## src/rtl/signals.sv

```systemverilog
// Shared fixed-point format of emulator timestep values (dt).
`ifndef DT_WIDTH
`define DT_WIDTH 16
`endif
`ifndef DT_EXPONENT
`define DT_EXPONENT -8
`endif

```

## src/rtl/dt_sched_pkg.sv

```systemverilog
// Common types and defaults for the emulated-time scheduler.
`ifndef DT_WIDTH
`include "signals.sv"
`endif

package dt_sched_pkg;

    typedef enum logic [1:0] {
        ST_IDLE,
        ST_RUN,
        ST_STEP,
        ST_HALT
    } sched_state_e;

    localparam int TIME_WIDTH_DEF = 40;
    localparam int DT_W           = `DT_WIDTH;
    localparam int DT_EXP         = `DT_EXPONENT;

endpackage

```

## src/rtl/dt_min_tree.sv

```systemverilog
// Combinational minimum of the valid dt candidates, with the index of the
// lowest-numbered requester holding that minimum.
module dt_min_tree #(
    parameter int N_REQ    = 4,
    parameter int DT_WIDTH = 16,
    localparam int IDX_W   = (N_REQ > 1) ? $clog2(N_REQ) : 1
) (
    input  logic [N_REQ-1:0][DT_WIDTH-1:0] val,
    input  logic [N_REQ-1:0]               valid,
    output logic [DT_WIDTH-1:0]            min_val,
    output logic [IDX_W-1:0]               min_idx,
    output logic                           any_valid
);

    // NOTE: every output gets a default before the loop, so no path infers a latch.
    always_comb begin
        min_val   = '0;
        min_idx   = '0;
        any_valid = 1'b0;
        // Strict less-than keeps the earliest index on ties.
        for (int i = 0; i < N_REQ; i++) begin
            if (valid[i] && (!any_valid || val[i] < min_val)) begin
                min_val   = val[i];
                min_idx   = IDX_W'(i);
                any_valid = 1'b1;
            end
        end
    end

endmodule

```

## src/rtl/dt_scheduler.sv

```systemverilog
// Grants one emulated timestep per cycle (smallest request, capped and
// truncated to the stop point) and accumulates emulated time.
module dt_scheduler
    import dt_sched_pkg::*;
#(
    parameter int N_REQ      = 4,
    parameter int DT_WIDTH   = `DT_WIDTH,
    parameter int TIME_WIDTH = TIME_WIDTH_DEF
) (
    input  logic                           emu_clk,
    input  logic                           emu_rst,
    input  logic [N_REQ-1:0][DT_WIDTH-1:0] dt_req,
    input  logic [N_REQ-1:0]               req_en,
    input  logic [DT_WIDTH-1:0]            dt_max,
    input  logic [TIME_WIDTH-1:0]          stop_time,
    input  logic                           run,
    input  logic                           step,
    output logic [DT_WIDTH-1:0]            emu_dt,
    output logic [N_REQ-1:0]               grant,
    output logic [TIME_WIDTH-1:0]          emu_time,
    output logic                           halted
);

    localparam int IDX_W = (N_REQ > 1) ? $clog2(N_REQ) : 1;
    // Wide enough to hold time plus dt without overflow, whichever is wider.
    localparam int CW = ((TIME_WIDTH > DT_WIDTH) ? TIME_WIDTH : DT_WIDTH) + 1;
    localparam logic [CW-1:0] TIME_MAX = CW'({TIME_WIDTH{1'b1}});

    sched_state_e                   state, state_next;
    logic [N_REQ-1:0][DT_WIDTH-1:0] cand;
    logic [DT_WIDTH-1:0]            tree_min, dt_min, dt_sel;
    logic [IDX_W-1:0]               tree_idx;
    logic                           any_en, active, reach;
    logic [CW-1:0]                  time_w, stop_w, rem_w, sum_w;

    always_comb begin
        for (int i = 0; i < N_REQ; i++) begin
            cand[i] = dt_req[i][DT_WIDTH-1] ? '0 : dt_req[i];
        end
    end

    dt_min_tree #(
        .N_REQ   (N_REQ),
        .DT_WIDTH(DT_WIDTH)
    ) u_min_tree (
        .val      (cand),
        .valid    (req_en),
        .min_val  (tree_min),
        .min_idx  (tree_idx),
        .any_valid(any_en)
    );

    assign dt_min = (any_en && tree_min < dt_max) ? tree_min : dt_max;
    assign time_w = CW'(emu_time);
    assign stop_w = CW'(stop_time);
    assign rem_w  = (stop_w > time_w) ? stop_w - time_w : '0;
    assign active = (state == ST_RUN) || (state == ST_STEP);

    always_comb begin
        dt_sel = dt_min;
        if (stop_time != '0 && rem_w < CW'(dt_min)) begin
            dt_sel = rem_w[DT_WIDTH-1:0];
        end
        emu_dt = active ? dt_sel : '0;
        grant  = '0;
        // A requester is credited only when its own value is what was granted.
        if (active && any_en && dt_sel == tree_min) begin
            grant[tree_idx] = 1'b1;
        end
    end

    assign sum_w = time_w + CW'(emu_dt);
    assign reach = active && (stop_time != '0) && (sum_w >= stop_w);

    always_comb begin
        state_next = state;
        unique case (state)
            ST_IDLE: begin
                if (run)       state_next = ST_RUN;
                else if (step) state_next = ST_STEP;
            end
            ST_RUN: begin
                if (reach)     state_next = ST_HALT;
                else if (!run) state_next = ST_IDLE;
            end
            ST_STEP: state_next = reach ? ST_HALT : ST_IDLE;
            ST_HALT: begin
                if (stop_time > emu_time) state_next = ST_IDLE;
            end
        endcase
    end

    // NOTE: non-blocking assignments so every register samples pre-edge values.
    always_ff @(posedge emu_clk) begin
        if (emu_rst) begin
            state    <= ST_IDLE;
            emu_time <= '0;
            halted   <= 1'b0;
        end else begin
            state    <= state_next;
            emu_time <= (sum_w > TIME_MAX) ? TIME_MAX[TIME_WIDTH-1:0] : sum_w[TIME_WIDTH-1:0];
            halted   <= (state_next == ST_HALT);
        end
    end

endmodule

```

## config.mk

```make
export PLATFORM = sky130hd
export DESIGN_NAME = dt_scheduler
export DESIGN_NICKNAME = d
export VERILOG_FILES = /design/src/rtl/dt_sched_pkg.sv /design/src/rtl/dt_min_tree.sv /design/src/rtl/dt_scheduler.sv
export VERILOG_INCLUDE_DIRS = /design/src /design/src/rtl
export SDC_FILE = /design/constraint.sdc
export NUM_CORES = 1
export LEC_CHECK = 0
export ABC_AREA = 1
export ABC_CLOCK_PERIOD_IN_PS = 20600
export BUFFER_PORTS_ARGS = -buffer_cell sky130_fd_sc_hd__buf_2
export CORE_MARGIN = 2
export CORE_UTILIZATION = 58
export DETAILED_ROUTE_END_ITERATION = 16
export PLACE_DENSITY = 0.92
export SLEW_MARGIN = 5
export SYNTH_ARGS = -nofsm -noshare
export SYNTH_HDL_FRONTEND = slang
export SYNTH_SLANG_ARGS = --single-unit
```

## constraint.sdc

```tcl
create_clock -name emu_clk -period 20.6 [get_ports emu_clk]
set_clock_uncertainty 0.15 [all_clocks]
set_input_delay 4.12 -clock emu_clk [delete_from_list [all_inputs] [get_ports emu_clk]]
set_output_delay 4.12 -clock emu_clk [all_outputs]
set_load 0.01 [all_outputs]
```

Word-level counts from Yosys, hierarchy flattened
Index checks and enable logic that the tools add are counted.

word-level totals
  register bits after elaboration = 43
  bits of input ports = 128
  output and inout bits = 61
  word-level logic and storage cells = 70

operators by class
  add/subtract/negate cells = 2
  magnitude comparators = 11
  equality and inequality tests = 5
  mux-type cells = 30
  reduce and logical (&&, ||, !) cells = 19

operators by type and width
  operator                                                          count
  two-way mux 16 bit                                                6
  greater-than comparator 40 bit                                    2
  two-way mux 15 bit                                                5
  < comparator 15 x 16 -> 1 bit                                     3
  adder 40 x 16 -> 41 bit                                           1
  >= comparator 41 x 40 -> 1 bit                                    1
  greater-than comparator 41 x 40 -> 1 bit (second input constant)  1
  < comparator 41 x 16 -> 1 bit                                     1
  two-way mux 41 bit                                                1
  subtractor 40 x 40 -> 41 bit                                      1
  two-way mux 40 bit                                                1
  nonzero test 40 bit                                               1
  == test 16 bit                                                    1
  < comparator 16 bit                                               1
  two-way mux 2 bit                                                 8
  logical AND 1 bit                                                 10
  one-hot mux 2 bit (4 select lines)                                1
  == test 2 bit (second input constant)                             3
  two-way mux 1 bit                                                 6
  logical OR 1 bit                                                  4
  two-way mux 4 bit                                                 1
  zero test 1 bit                                                   3
  < comparator 2 x 3 -> 1 bit (second input constant)               1
  demux 1 bit (select 2 bit)                                        1
  3 further kinds                                                   3

Depth between registers and ports, before layout
Gate-level depths: netlist of the first run.

  depth after elaboration = 27
  mapped depth = 115
  mapped depth without buffers = 107

By module
From an unflattened synthesis of the first run, not the netlist that was laid out.

second synthesis, totals
  cell total of the unflattened synthesis = 2,077
  area total of the unflattened synthesis = 11,265.8 sq um

modules (own cells, without submodules)
  module        times used  cells each  area an instance (sq um)  seq. area each (sq um)
  dt_scheduler  1           1,765       9,499.1                   860.8
  dt_min_tree   1           312         1,766.7                   0.0

Worst setup path before layout of the first run
OpenSTA, ideal clock, no wires.

  path kind = input to register
  start point = input port req_en[0]
  end point = register halted
  setup time = 119 ps
  arrival = 16,971 ps
  data required time = 20,331 ps
  path slack = 3,360 ps
  stages = 96
  buffers on the path = 9
  cell sequence = inv_1 -> nor2_4 -> buf_1 -> nand2_1 -> ha_1 -> a21oi_1 -> nor2_1 -> a211oi_1 -> nand2_1 -> nand2_1 -> nand2_1 -> nand2_2 -> nand2_1 -> clkbuf_1 -> clkbuf_1 -> nand2_1 -> o21ai_0 -> ha_1 -> (+60 left out) -> nand2_1 -> nor3_1 -> nand3_1 -> nor3_1 -> xor2_1 -> ha_1 -> a21oi_1 -> nor2_1 -> a211oi_1 -> a21oi_1 -> o21ai_0 -> nand4_1 -> nand2_1 -> nand2_1 -> a211oi_1 -> o21ai_0 -> nand2_1 -> nor2_1

on the way
  cells in the longest elaborated chain, start to end = 26
  elaborated cells between the ends (all ways) = 34
  those cells by class = add/sub (1); order compare (6); eq/ne (1); mux (14); reduce/logical (12)

ends and longest elaborated chain
  what                                                              line                                    text
  start: declaration                                                dt_scheduler.sv:13                      input logic [N_REQ-1:0] req_en,
  two-way mux 15 bit or two-way mux 1 bit (tied branches)           dt_min_tree.sv:22                       if (valid[i] && (!any_valid || val[i] < min_val)) begin
  < comparator 15 x 16 -> 1 bit or zero test 1 bit (tied branches)  dt_min_tree.sv:22
  logical OR 1 bit                                                  dt_min_tree.sv:22
  logical AND 1 bit                                                 dt_min_tree.sv:22
  two-way mux 16 bit or two-way mux 1 bit (tied branches)           dt_min_tree.sv:22
  < comparator 15 x 16 -> 1 bit or zero test 1 bit (tied branches)  dt_min_tree.sv:22
  logical OR 1 bit                                                  dt_min_tree.sv:22
  logical AND 1 bit                                                 dt_min_tree.sv:22
  (+11 left out)                                                    n/a
  two-way mux 16 bit *                                              dt_scheduler.sv:64                      emu_dt = active ? dt_sel : '0;
  net emu_dt[0]                                                     dt_scheduler.sv:18                      output logic [DT_WIDTH-1:0] emu_dt,
  adder 40 x 16 -> 41 bit *                                         dt_scheduler.sv:72                      assign sum_w = time_w + CW'(emu_dt);
  >= comparator 41 x 40 -> 1 bit *                                  dt_scheduler.sv:73                      assign reach = active && (stop_time != '0) && (sum_w >= stop_w);
  logical AND 1 bit *                                               dt_scheduler.sv:73
  two-way mux 2 bit (on tied branches)                              dt_scheduler.sv:86, dt_scheduler.sv:83
  one-hot mux 2 bit (4 select lines) *                              dt_scheduler.sv:77                      unique case (state)
  == test 2 bit *                                                   dt_scheduler.sv:102                     halted <= (state_next == ST_HALT);
  end signal: assignment                                            dt_scheduler.sv:102
  end: declaration                                                  dt_scheduler.sv:21                      output logic halted

The timed path passes the listed nets; every way through them passes the cells marked *.
A chain may end at the register's enable or synchronous reset.

Final worst setup path of the first run
  start point = input port req_en[0]
  end point = register halted

on the way
  cells in the longest elaborated chain, start to end = 26
  elaborated cells between the ends (all ways) = 34
  those cells by class = add/sub (1); order compare (6); eq/ne (1); mux (14); reduce/logical (12)

ends and longest elaborated chain
  what                                                              line                                    text
  two-way mux 15 bit or two-way mux 1 bit (tied branches)           dt_min_tree.sv:22
  < comparator 15 x 16 -> 1 bit or zero test 1 bit (tied branches)  dt_min_tree.sv:22
  logical OR 1 bit                                                  dt_min_tree.sv:22
  logical AND 1 bit                                                 dt_min_tree.sv:22
  two-way mux 16 bit or two-way mux 1 bit (tied branches)           dt_min_tree.sv:22
  < comparator 15 x 16 -> 1 bit or zero test 1 bit (tied branches)  dt_min_tree.sv:22
  logical OR 1 bit                                                  dt_min_tree.sv:22
  logical AND 1 bit                                                 dt_min_tree.sv:22
  (+10 left out)                                                    n/a
  two-way mux 16 bit *                                              dt_scheduler.sv:61                      if (stop_time != '0 && rem_w < CW'(dt_min)) begin
  two-way mux 16 bit *                                              dt_scheduler.sv:64
  adder 40 x 16 -> 41 bit *                                         dt_scheduler.sv:72
  >= comparator 41 x 40 -> 1 bit *                                  dt_scheduler.sv:73
  logical AND 1 bit *                                               dt_scheduler.sv:73
  two-way mux 2 bit (on tied branches)                              dt_scheduler.sv:86, dt_scheduler.sv:83
  one-hot mux 2 bit (4 select lines) *                              dt_scheduler.sv:77
  == test 2 bit *                                                   dt_scheduler.sv:102

Mark *: on every way between the ends. The rest lies on a longest branch, timed or not.

==> metrics.md, run 1 <==
| Metric | Value |
|---|---|
| Worst Hold Path Cells | `2` |
| Crit path capture type | `flop` |
| Post-synth top area share | `0.234` |
| Placed cell count | `roughly 1900` |
| DPL Wire Length | `23600 um` |
| Largest net degree at the start of global routing | `31` |
| Yosys warnings | `0` |
| Comb power frac | `0.665` |
| Top cell type by total area after synthesis | `ha_1` |
| Area occupied by multi-input gates | `roughly 7100 um2` |
| Fmax | `approximately 0.052 GHz` |
| Synth Area in Compound Gates | `0.184` |
| Final setup vio count | `0` |
| Adder-Cell Fraction of Synth Area | `0.239` |
| Setup TNS Final | `0 ps` |
| FF+latch count, synth | `between 40 and 50` |
| P_int | `0.275 mW` |
| Net Sw Frac | `0.491` |
| Clk pin slew, worst setup/hold paths | `approximately 60 ps` |
| Synth Area in Simple Gates | `0.281` |
| Clock latency on the worst-skew pair | `290 ps` |
| N_diodes | `0` |
| Routed Antenna Nets | `0` |
| Initial antenna violation count | `0` |
| GRT Total Usage | `0.326` |
| Worst Path Max Fanout | `30` |
| Async S/R FF share, synth | `0` |
| Vias/cell | `~5.6` |
| Non-Filler Instances | `~1900` |
| Area grow syn2layout | `14.4%` |
| Port bufs | `~190` |
| Slew Limit Fails | `0` |
| Post-Syn Nets | `about 1800` |
| Crit path max-delay cell type | `nor3_4` |
| Peak supply drop | `roughly 35 uV` |
| CORE AREA | `~15000 um2` |
| Worst-case reg-to-reg path depth | `80` |
| Nets | `~2000` |
| Layout cell share with drive strength beyond 1 | `0.144` |
| Synth area leaders | `ha_1 23%, nand2_1 13%, inv_1 11%` |
| Clock sink count | `43` |
| GR Overflow Total | `0` |
| Reg-to-reg endpoint | `halted$_SDFF_PP0_` |
| Die height | `approximately 130 um` |
| Seq. cell area | `861 um2` |
| Synth unique cells | `55` |
| Post-Syn Area per Cell | `between 6 and 7 um2` |
| CTS HTree Levels | `2` |
| MaxCap Viol Count | `0` |
| Initial DRT Pass Iterations | `6` |
| Post-synth EDFFs | `0` |
| Vias in the first global route | `9859` |
| Startpoint types | `primary input` |
| Hold Crit Start | `emu_time[28]$_SDFF_PP0_` |
| Outcome | `completed` |
| Filler cell count | `approximately 1400` |
| Routed WL | `28000 um` |
| DIE AREA | `around 17000 um2` |
| Flop-to-flop setup slack | `8720 ps` |
| Worst hold path type | `reg2reg` |
| TritonCTS Buffers | `5` |
| Crit Reg-Reg Startpoint | `emu_time[2]$_SDFF_PP0_` |
| Leak | `around 6 nW` |
| Worst Tran Pin Value | `between 800 and 900 ps` |
| Mux contribution to synthesized area | `0.00110` |
| First-pass GRT wire length | `between 40000 and 50000 um` |
| Synth cell count leaders | `306 x nand2_1, 274 x inv_1, 171 x ha_1` |
| Starting DRT DRC Count | `between 900 and 1000` |
| Synth Cell Area | `9140 um2` |
| CTS tree | `yes` |
| Main combinational cell family by area after synthesis | `simple AND/OR/NAND/NOR gates` |
| Critical path data arrival time | `between 15000 and 20000 ps` |
| Most used cell, CP | `nand2_1` |
| FP Rows | `45` |
| Clock power frac | `0.160` |
| Register share of total power | `0.175` |
| Routed len/inst | `between 10 and 15 um` |
| Die X | `130 um` |
| Hold EP | `emu_time[28]$_SDFF_PP0_` |
| Clk buf depth | `2` |
| Final worst-path cycle share | `0.930` |
| P per Cell Area | `51.7 nW/um2` |
| Final-report hold violation count | `0` |
| Slew margin rel. | `0.458` |
| Top FF cell, synth | `dfxtp_1` |
| Most frequent cell after synthesis | `nand2_1` |
| Total number of vias | `~11000` |
| Post-Syn Instances | `around 1500` |
| Worst path max stage delay | `~480 ps` |
| Gpl congestion | `about 0.96` |
| Xor/xnor share of the synthesized area | `0.0700` |
| Initial core utilization | `0.597` |
| Switching pwr | `around 0.27 mW` |
| Post-route DRC | `0` |
| Minimum clock period | `between 15000 and 20000 ps` |
| WP data required | `between 20000 and 25000 ps` |
| Crit path kind | `in2reg` |
| # IOs | `~190` |
| Root buffer cell | `clkbuf_16` |
| Seq/Total Area, Yosys | `0.0942` |
logic make-up (layout without fill, tap and decap cells):
kind of cell             count (synthesis)  after routing
AND/OR/NAND/NOR                        599            599
buffers and inverters                  309            483
AO/OA/AOI/OAI                          298            298
adder cells (fa/ha/maj)                173            173
XOR/XNOR                                73             73
flip-flops                              43             43
multiplexers                             1              1
repair_timing:
action,in CTS,in global routing
buffers inserted,0,2
hold endpoints to repair,0,0
resized for setup,0,29
setup endpoints to repair,0,25
hold buffers,0,0
layout make-up:
| type | instances | area share |
|---|---|---|
| sequential | 43 | 0.0824 |
| inverter | 279 | 0.101 |
| timing repair inverter | 2 | 0.00144 |
| clock buffer | 8 | 0.0150 |
| multi-input combinational | 1144 | 0.681 |
| timing repair buffer | 194 | 0.0943 |
| tap | 211 | 0.0253 |
state kept, by name, summed over array words and instances (netlist names):
| register | cells |
|---|---|
| state | 2 |
| emu_time | 40 |
| halted | 1 |
routing by layer:
metal | GRT usage | share of wire
met4 | 0.0993 | 0.028
met2 | 0.547 | 0.45
met5 | 0 | 0
met1 | 0.436 | 0.44
met3 | 0.0442 | 0.084
layout by cell type, fill, tap and decap left out, types with 2 or more instances in the layout:
cell type / instances
a211oi_1: 10
a31oi_1: 2
buf_2: 188
inv_2: 4
dfxtp_1: 43
fa_1: 2
o31ai_1: 3
a41oi_1: 2
ha_1: 171
o21ai_2: 7
inv_1: 273
o21ai_0: 71
clkbuf_8: 2
nand4_1: 19
nor4_1: 11
a21o_1: 5
a21oi_1: 140
xor2_1: 48
nand3_1: 84
o21bai_1: 4
nor3b_1: 3
nand3b_1: 3
nand2_1: 303
o21a_1: 17
buf_4: 6
nand2_2: 8
clkinvlp_4: 3
nor4_2: 2
xnor2_1: 25
nor3_1: 20
nand2_4: 3
o211ai_1: 2
o21ai_1: 24
nor2_1: 132
or4_1: 2
clkbuf_16: 5
power groups by stage:
stage	registers [mW]	clock network, mW	logic, mW
2_1_floorplan	0.0970	0	0.250
3_3_place_gp	0.0959	0	0.336
3_5_place_dp	0.0961	0	0.344
4_1_cts	0.0942	0.0870	0.347
5_1_grt	0.0948	0.0901	0.405
6_report	0.0946	0.0863	0.359
worst max-delay path by stage:
| stage | startpoint | endpoint | slack [ps] | depth (start not counted) |
|---|---|---|---|---|
| finish | req_en[0] | halted$_SDFF_PP0_ | 1450 | 94 |
| global route | req_en[0] | halted$_SDFF_PP0_ | -20 | 96 |
| CTS | req_en[0] | state[0]$_SDFF_PP0_ | 610 | 98 |
| floorplan | req_en[0] | halted$_SDFF_PP0_ | 3360 | 96 |
| detailed placement | req_en[0] | state[0]$_SDFF_PP0_ | 370 | 98 |
| global placement | req_en[0] | halted$_SDFF_PP0_ | 850 | 95 |
per-stage QoR:
stage	setup slack (ps)	utilization	power [mW]	hold slack (ps)	instance area, um2
after global placement	852	0.668	0.432	476	10200
final	1450	0.682	0.540	508	10500
after detailed placement	368	0.668	0.440	491	10200
after global routing	-22.6	0.682	0.590	557	10500
after CTS	610	0.678	0.528	511	10400
after floorplan	3360	-	0.347	485	9140
worst max-delay path: cells and delay by family:
family / cells / cell delay [ps]
adders and majority gates: 7 / 2110
AOI/OAI and AO/OA: 31 / 5030
buffers and inverters: 10 / 1070
xor gates and xnor gates: 1 / 250
and+or+nand+nor: 45 / 6650
No activity file was read; power rests on OpenSTA's default activity.
==> run 2, diff against run 1 <==
Settings changed: CELL_PAD_IN_SITES_DETAIL_PLACEMENT set to 0, CELL_PAD_IN_SITES_GLOBAL_PLACEMENT set to 1, CORE_UTILIZATION 58 to 39, PLACE_DENSITY 0.92 to 0.91.
==> run 2 against run 1 <==
Against the previous run:
- total power down 2.9%
- sequential power up 0.5%
- cell count up 5.8%
- register-to-register slack better by 220 ps
- cell area up 1.4%
- worst hold slack worse by 24 ps
- global-route usage down 10 points
- fmax up 1.9%
==> metrics.md, run 2 (same netlist as run 1, synthesis figures left out) <==
| Metric | Value |
|---|---|
| Vias/cell | `around 5.0` |
| Worst-case reg-to-reg path depth | `slightly above 80` |
| Final setup vio count | `0` |
| Most common cell after layout, fill and taps aside | `nand2_1` |
| Routed Antenna Nets | `0` |
| Startpoint types | `primary input` |
| Port bufs | `approximately 190` |
| Most frequent cells in the layout | `304 x nand2_1, 273 x inv_1, 188 x buf_2` |
| Gpl congestion | `between 0.9 and 1` |
| Bufs and invs on worst path | `10` |
| GRT Total Usage | `0.226` |
| Nets | `a little under 2000` |
| Worst Tran Pin Value | `824 ps` |
| GR Overflow Total | `0` |
| Peak supply drop | `32.3 uV` |
| Crit Reg-Reg Startpoint | `emu_time[2]$_SDFF_PP0_` |
| MaxCap Viol Count | `0` |
| Area after DPL | `slightly above 10000 um2` |
| First-pass GRT wire length | `about 45000 um` |
| CP delay by family, top | `simple AND/OR/NAND/NOR gates` |
| Fmax | `between 0.05 and 0.06 GHz` |
| Clk pin slew, worst setup/hold paths | `approximately 70 ps` |
| Root buffer cell | `clkbuf_16` |
| Total number of vias | `around 10000` |
| Post-Layout Inst Area | `between 10000 and 15000 um2` |
| Worst Path Max Fanout | `30` |
| Die X | `157 um` |
| Worst path max stage delay | `around 520 ps` |
| Biggest regs | `emu_time x40, state x2, halted x1` |
| # IOs | `roughly 190` |
| Clock latency on the worst-skew pair | `around 300 ps` |
| Post-route DRC | `0` |
| Initial antenna violation count | `3` |
| Worst hold path type | `reg2reg` |
| Clock sink count | `43` |
| Outcome | `completed` |
| Die height | `between 150 and 200 um` |
| Vias in the first global route | `9415` |
| CTS tree | `yes` |
| Routed WL | `between 20000 and 30000 um` |
| Initial core utilization | `0.393` |
| Crit path max-delay cell type | `o21ai_0` |
| Unrepaired setup endpoints after global routing | `false` |
| Area grow syn2layout | `15.9%` |
| Final hold slack | `approximately 480 ps` |
| Setup TNS Final | `0 ps` |
| DPL Wire Length | `around 25000 um` |
| Dpl ws | `approximately 460 ps` |
| Initial DRT Pass Iterations | `5` |
| Flop-to-flop setup slack | `about 8900 ps` |
| Critical path data arrival time | `18830 ps` |
| CTS HTree Levels | `2` |
| Worst Hold Path Cells | `2` |
| FP Rows | `56` |
| Crit path kind | `in2reg` |
| Routed len/inst | `about 14 um` |
| Minimum clock period | `about 19000 ps` |
| Most used cell, CP | `nand2_1` |
| Slew margin rel. | `0.449` |
| DIE AREA | `~25000 um2` |
| CORE AREA | `approximately 23000 um2` |
| Layout cell share with drive strength beyond 1 | `0.144` |
| Reg-to-reg endpoint | `halted$_SDFF_PP0_` |
| Largest Register | `emu_time` |
| Filler cell count | `2575` |
| Cts hold-fix bufs | `0` |
| Final-report hold violation count | `0` |
| Final worst-path cycle share | `0.913` |
| Largest net degree at the start of global routing | `31` |
| Starting DRT DRC Count | `449` |
| Clk buf depth | `2` |
| Pwr Total | `0.524 mW` |
| Post-route worst setup slack | `1800 ps` |
| Hold EP | `emu_time[28]$_SDFF_PP0_` |
| TritonCTS Buffers | `5` |
| Leak | `roughly 6 nW` |
| WP data required | `about 21000 ps` |
| Slew Limit Fails | `0` |
| Hold Crit Start | `emu_time[28]$_SDFF_PP0_` |
| Largest register FFs | `40` |
| Crit path capture type | `flop` |
| P per Cell Area | `just under 50 nW/um2` |
run 2: layout make-up:
class | count | area (um2) | share of cell area
diodes | 2 | 5.00 | 0.000472
clock buffers | 6 | 129 | 0.0122
clock inverters | 2 | 12.5 | 0.00118
inverters | 279 | 1050 | 0.0992
multi-input cells | 1144 | 7120 | 0.672
flip-flops and latches | 43 | 861 | 0.0813
well taps | 319 | 399 | 0.0377
repair buffers | 196 | 1010 | 0.0957
run 2: worst max-delay path by stage:
stage          startpoint             endpoint  slack [ps]  cells past startpoint
2_1_floorplan   req_en[0]    halted$_SDFF_PP0_        3360                     96
3_3_place_gp    req_en[0]    halted$_SDFF_PP0_         680                     92
3_5_place_dp    req_en[0]  state[0]$_SDFF_PP0_         460                     90
4_1_cts         req_en[0]    halted$_SDFF_PP0_         750                     90
5_1_grt         req_en[0]    halted$_SDFF_PP0_           2                     98
6_report        req_en[0]    halted$_SDFF_PP0_        1800                     94
run 2: per-stage QoR:
| stage | std cells | utilization |
|---|---|---|
| 6_report | 1991 | 0.455 |
| 5_1_grt | 1989 | 0.455 |
| 4_1_cts | 1987 | 0.452 |
| 3_5_place_dp | 1979 | 0.446 |
| 3_3_place_gp | 1979 | 0.446 |
| 2_1_floorplan | 1496 | - |
run 2: worst register-to-register path: cells and delay by family (launching register included):
| family | cells | cell delay, ps |
|---|---|---|
| simple gates | 37 | 4110 |
| compound gates | 31 | 4760 |
| xor+xnor | 1 | 200 |
| buf+inv | 9 | 850 |
| flops | 1 | 370 |
| fa+ha+maj | 4 | 1120 |
run 2: per-layer routing:
metal	part of all wire	global-route usage
met1	0.47	0.296
met2	0.45	0.393
met4	0.0092	0.0429
met5	0.00025	0
met3	0.064	0.0366
run 2: power breakdown:
group	internal, mW	switching (mW)
clock network	0.0448	0.0359
logic	0.133	0.215
registers	0.0887	0.00632
run 2: repair_timing:
action / in CTS / in global routing
resized for setup: 0 / 20
setup endpoints to repair: 0 / 7
buffers inserted: 0 / 2
